==> config.mk <==
export PLATFORM = sky130hd
export DESIGN_NAME = logic_reduce_unit
export DESIGN_NICKNAME = d
export VERILOG_FILES = /design/src/rtl/logic_reduce_pkg.sv /design/src/rtl/logic_reduce_unit_op.sv /design/src/rtl/logic_reduce_unit.sv
export SDC_FILE = /design/constraint.sdc
export NUM_CORES = 1
export LEC_CHECK = 0
export ABC_CLOCK_PERIOD_IN_PS = 2100
export BUFFER_PORTS_ARGS = -buffer_cell sky130_fd_sc_hd__buf_2
export CAP_MARGIN = 30
export CORE_MARGIN = 5
export CORE_UTILIZATION = 30
export CTS_BUF_LIST = sky130_fd_sc_hd__clkbuf_8
export CTS_CLUSTER_SIZE = 28
export DETAILED_ROUTE_END_ITERATION = 10
export GPL_ROUTABILITY_DRIVEN = 0
export GPL_TIMING_DRIVEN = 0
export PLACE_DENSITY_LB_ADDON = 0.12
export REMOVE_ABC_BUFFERS = 1
export SLEW_MARGIN = 20
export SYNTH_ARGS = -nofsm -noshare
export SYNTH_HDL_FRONTEND = slang
export SYNTH_SLANG_ARGS = --single-unit
==> constraint.sdc <==
create_clock -name clk -period 2.1 [get_ports clk]
set_clock_uncertainty 0.05 [all_clocks]
set_input_delay 0.21 -clock clk [delete_from_list [all_inputs] [get_ports clk]]
set_output_delay 0.21 -clock clk [all_outputs]
set_load 0.05 [all_outputs]
==> src/rtl/logic_reduce_pkg.sv <==
// logic_reduce_pkg: op encodings and FSM state encoding shared by the reduce unit and its op unit; no ports
package logic_reduce_pkg;
  localparam logic [1:0] OP_AND = 2'b00;
  localparam logic [1:0] OP_OR = 2'b01;
  localparam logic [1:0] OP_XOR = 2'b10;
  localparam logic [1:0] OP_NAND = 2'b11;
  typedef enum logic [1:0] {IDLE, ACCUM, HOLD} state_t;
endpackage

==> src/rtl/logic_reduce_unit_op.sv <==
// logic_op_unit: combinational WIDTH-bit two-operand bitwise unit; ports: op selects AND/OR/XOR/NAND, a and b are the operands, y is the result
module logic_op_unit
  import logic_reduce_pkg::*;
#(
  parameter int WIDTH = 16
) (
  input  logic [1:0]       op,
  input  logic [WIDTH-1:0] a,
  input  logic [WIDTH-1:0] b,
  output logic [WIDTH-1:0] y
);
  assign y = op == OP_AND ? a & b : op == OP_OR ? a | b : op == OP_XOR ? a ^ b : ~(a & b);
endmodule

==> src/rtl/logic_reduce_unit.sv <==
// logic_reduce_unit: folds a handshaked burst of words with a bitwise op; ports: clk/reset, in_* word stream with op and last, out_* result with any/count/trunc flags
module logic_reduce_unit
  import logic_reduce_pkg::*;
#(
  parameter int WIDTH = 16,
  parameter int MAX_WORDS = 8,
  localparam int CNT_W = $clog2(MAX_WORDS + 1)
) (
  input  logic             clk,
  input  logic             reset,
  input  logic             in_valid,
  output logic             in_ready,
  input  logic [WIDTH-1:0] in_data,
  input  logic [1:0]       in_op,
  input  logic             in_last,
  output logic             out_valid,
  input  logic             out_ready,
  output logic [WIDTH-1:0] out_data,
  output logic             out_any,
  output logic [CNT_W-1:0] out_count,
  output logic             out_trunc
);
  state_t state, state_nxt;
  logic [1:0] op_q;
  logic [WIDTH-1:0] acc, fold, acc_nxt;
  logic [CNT_W-1:0] cnt, cnt_nxt;
  logic any_q, trunc_q, take, close;
  logic_op_unit #(.WIDTH(WIDTH)) u_op (.op(op_q), .a(acc), .b(in_data), .y(fold));
  assign in_ready = state != HOLD;
  assign out_valid = state == HOLD;
  assign take = in_valid && in_ready;
  always_comb begin
    cnt_nxt = state == IDLE ? CNT_W'(1) : cnt + CNT_W'(1);
    acc_nxt = state == IDLE ? in_data : fold;
    close = in_last || cnt_nxt == CNT_W'(MAX_WORDS);
    state_nxt = state == HOLD ? (out_ready ? IDLE : HOLD) : take ? (close ? HOLD : ACCUM) : state;
  end
  always_ff @(posedge clk or posedge reset) begin
    if (reset) begin
      state <= IDLE;
      op_q <= OP_AND;
      acc <= '0;
      cnt <= '0;
      any_q <= 1'b0;
      trunc_q <= 1'b0;
    end else begin
      state <= state_nxt;
      if (take) begin
        acc <= acc_nxt;
        any_q <= |acc_nxt;
        cnt <= cnt_nxt;
        trunc_q <= !in_last;
        if (state == IDLE) op_q <= in_op;
      end
    end
  end
  assign out_data = acc;
  assign out_any = any_q;
  assign out_count = cnt;
  assign out_trunc = trunc_q;
endmodule

==> impl_metrics.csv <==
group,metric,value,unit
finish,fillerInstances,837,
sta,maxSlewHeadroom,0.696,
floorplan,placementRows,32,
sta,timing.hold.ws,0.0666,ns
synth,synthCells,293,
synth,synth.top_cells.by_area,"sky130_fd_sc_hd__dfrtp_1, sky130_fd_sc_hd__ha_1, sky130_fd_sc_hd__mux2i_1, sky130_fd_sc_hd__inv_1, sky130_fd_sc_hd__a21oi_1",
worst_setup_path,timing.critical_path.from_type,"register",
finish,area_growth_syn_to_layout,26.0,%
clock_tree,clock-sinks,26,
worst_setup_path,crit_family,"simple AND/OR/NAND/NOR gates",
drt,vias,2108,
sta,setup_total_negative_slack,0,ns
power,vdd.ir_drop.worst,914,µV
power,cellLeakagePower,1.54,nW
synth,synthDominantCellAreaShare,0.276,
global_routing,initial_antenna_violation_count,0,
synth,yosysMostFrequentCell,"sky130_fd_sc_hd__inv_1",
clock_tree,cts_tree,"yes",
synth,synth.ff_latch_count,26,
synth,synthesis.area,0.00236,mm²
sta,final.period_utilization,0.999,
worst_setup_path,slowest_stage,"sky130_fd_sc_hd__or4b_4",
worst_setup_path,worstPathBufferInverterCount,1,
run_status,status,"finished clean",
worst_setup_path,critPathKind,"register to register",
synth,number_of_enable_type_register_cells_in_the_synthesized_netlist,0,
drt,drt_iter0_drc,40,
clock_tree,clk_tree_root_cell,"sky130_fd_sc_hd__clkbuf_8",
synth,yosysUniqueCellTypes,34,
synth,synth-async-reset-ratio,1.00,
synth,synth_seq_area_share,0.276,
worst_hold_path,timing.hold.worst.class,"input port to register",
sta,timing_hold_violations_final,0,
floorplan,chipWidth,98.6,µm
drt,drt-pass1-iter-count,4,
floorplan,initial_utilization,0.307,
clock_tree,path_clk_slew,0.10,ns
drt,routed_wl,5920,µm
worst_setup_path,worstPathMaxFanout,8,
finish,antenna-diode-count,0,
sta,post-route-min-period,2.10,ns
worst_setup_path,cp.required,2.20,ns
worst_setup_path,worst-endpoint-arrival,2.20,ns
power,power.density,1620,mW/mm²
global_routing,grt_pass1_vias,2115,
synth,yosys_warnings,0,
floorplan,design.core.area,0.00769,mm²
sta,report.final.slew_viol_count,0,
global_routing,grt_start_max_net_pins,23,
sta,worst_margin_slew,0.456,ns
placement,detailedPlacementHpwl,4280,µm
clock_tree,cts.path.max_buffers,2,
sta,final-setup-viol-count,0,
floorplan,ios,47,
sta,fmaxAchievable,0.477,GHz
clock_tree,htreeDepth,1,
finish,nets,400,
drt,final_antenna_net_count,0,
clock_tree,cts_buffers,3,
finish,utilization,0.386,
finish,ratio_of_cells_with_drive_above_1_in_the_final_layout,0.259,
global_routing,grt_pass1_wl,10200,µm
synth,synth_ff_type,"sky130_fd_sc_hd__dfrtp_1",
floorplan,die-area,0.00973,mm²
placement,place.port_buffers,46,
drt,route.detailed.drc,0,
sta,grt_setup_unrepaired,"yes",
clock_tree,clock_insertion_delay_worst_skew,0.27,ns
drt,route.detailed.vias_per_inst,4.74,
synth,avgSynthCellArea,8.05,µm²
global_routing,global_route.usage.total,0.126,
synth,post-synth-top-area-cell,"sky130_fd_sc_hd__dfrtp_1",
synth,synth_commonest_cells,"sky130_fd_sc_hd__inv_1, sky130_fd_sc_hd__ha_1, sky130_fd_sc_hd__a21oi_1",
worst_setup_path,worst_setup_path_end_kind,"register",
worst_setup_path,slowest_delay,0.55,ns
floorplan,chipHeight,98.6,µm
worst_setup_path,worstPathCellList,"buf_6 > nor2b_4 > nor3_2 > a21oi_2 > or4b_4 > o31ai_4 > a31oi_1",
drt,avgRoutedWirePerCell,13.3,µm
flow_run,max_cap_violations,0,
global_routing,overflow,0,
[final timing paths]
path                                 from     endpoint  slack [ns]  cells after the start
min in group asynchronous           reset  out_data[0]        0.43                      3
worst min-delay path            out_ready     state[1]        0.07                      2
max in group asynchronous           reset      op_q[0]        1.07                      4
worst max register to register    op_q[0]      out_any       0.002                      7
worst min register to register  out_trunc    out_trunc        0.45                      2
worst max-delay path              op_q[0]      out_any       0.002                      7
[cells in the final DEF (no fill, tap or decap), types with 2 or more instances in the layout]
cell                       count
sky130_fd_sc_hd__nand3_1       4
sky130_fd_sc_hd__clkbuf_8      4
sky130_fd_sc_hd__a21o_1        2
sky130_fd_sc_hd__nor2_1       25
sky130_fd_sc_hd__nand4_1       2
sky130_fd_sc_hd__buf_16        2
sky130_fd_sc_hd__a21oi_2       4
sky130_fd_sc_hd__a21oi_1      26
sky130_fd_sc_hd__nor2b_4       2
sky130_fd_sc_hd__o21ai_0      18
sky130_fd_sc_hd__buf_4         9
sky130_fd_sc_hd__nor2b_1       5
sky130_fd_sc_hd__inv_1        46
sky130_fd_sc_hd__nand2_1      21
sky130_fd_sc_hd__ha_1         33
sky130_fd_sc_hd__o21ai_1       3
sky130_fd_sc_hd__mux2_2        8
sky130_fd_sc_hd__a22o_1        2
sky130_fd_sc_hd__a211oi_1     10
sky130_fd_sc_hd__dfrtp_1      24
sky130_fd_sc_hd__nor3_2        3
sky130_fd_sc_hd__nand2b_1      3
sky130_fd_sc_hd__nor4_1        3
sky130_fd_sc_hd__buf_8         2
sky130_fd_sc_hd__mux2i_1      18
sky130_fd_sc_hd__buf_2        46
[logic make-up (layout without fill, tap and decap cells)]
kind of cell	count (synthesis)	count (layout)	share of synthesized area
flops	26	26	0.276
buf+inv	63	113	0.109
fa+ha+maj	33	33	0.175
mux	26	26	0.115
compound gates	71	71	0.175
xor+xnor	1	1	0.00372
simple gates	73	73	0.147
[power breakdown]
| group | switching [W] | total, W | internal, W |
|---|---|---|---|
| Sequential | 0.000293 | 0.00103 | 0.000741 |
| Clock | 0.000168 | 0.000335 | 0.000168 |
| Combinational | 0.00208 | 0.00345 | 0.00137 |
[through the flow]
| step | instance area (µm²) | power, W | worst slack, ns | instances |
|---|---|---|---|---|
| after global routing | 2970 | 0.00529 | -0.0869 | 445 |
| after floorplan | 2270 | 0.00330 | -0.481 | 276 |
| after global placement | 2630 | 0.00396 | -1.07 | 424 |
| final | 2970 | 0.00482 | 0.00244 | 445 |
| after CTS | 2900 | 0.00475 | 0.00773 | 440 |
| after detailed placement | 2720 | 0.00412 | -0.267 | 428 |
[worst register-to-register path, cell delays in order (launching register included)]
cell and delay, ns:
sky130_fd_sc_hd__dfrtp_4 0.53, sky130_fd_sc_hd__buf_6 0.15, sky130_fd_sc_hd__nor2b_4 0.12, sky130_fd_sc_hd__nor3_2 0.16, sky130_fd_sc_hd__a21oi_2 0.06, sky130_fd_sc_hd__or4b_4 0.55, sky130_fd_sc_hd__o31ai_4 0.24, sky130_fd_sc_hd__a31oi_1 0.11
[layer usage]
metal	up-vias	GRT usage	routed length, µm	part of all wire
met4	0	0.0189	23	0.0039
met2	31	0.228	2970	0.50
met3	2	0.0198	191	0.032
met1	993	0.161	2740	0.46
li1	1082	-	-	-
met5	-	0	0	0
[final cells by class]
class | count | area [µm²] | share of cell area
well taps | 102 | 128 | 0.0430
multi-input cells | 204 | 1500 | 0.506
repair buffers | 63 | 457 | 0.154
clock buffers | 4 | 55.1 | 0.0185
flip-flops and latches | 26 | 656 | 0.221
inverters | 46 | 173 | 0.0582
[sequential cells by signal, indices dropped and copies added (netlist names)]
name       cells
state          2
out_data      16
op_q           2
out_any        1
out_trunc      1
out_count      4
[what timing repair did]
item	CTS	global route
hold buffers	1	0
pin swaps	4	6
hold endpoints to repair	9	0
gates resized for setup	9	7
cloned	1	0
endpoints found under the setup margin	1	1
setup buffers	6	4
No activity file was read; power rests on OpenSTA's default activity.
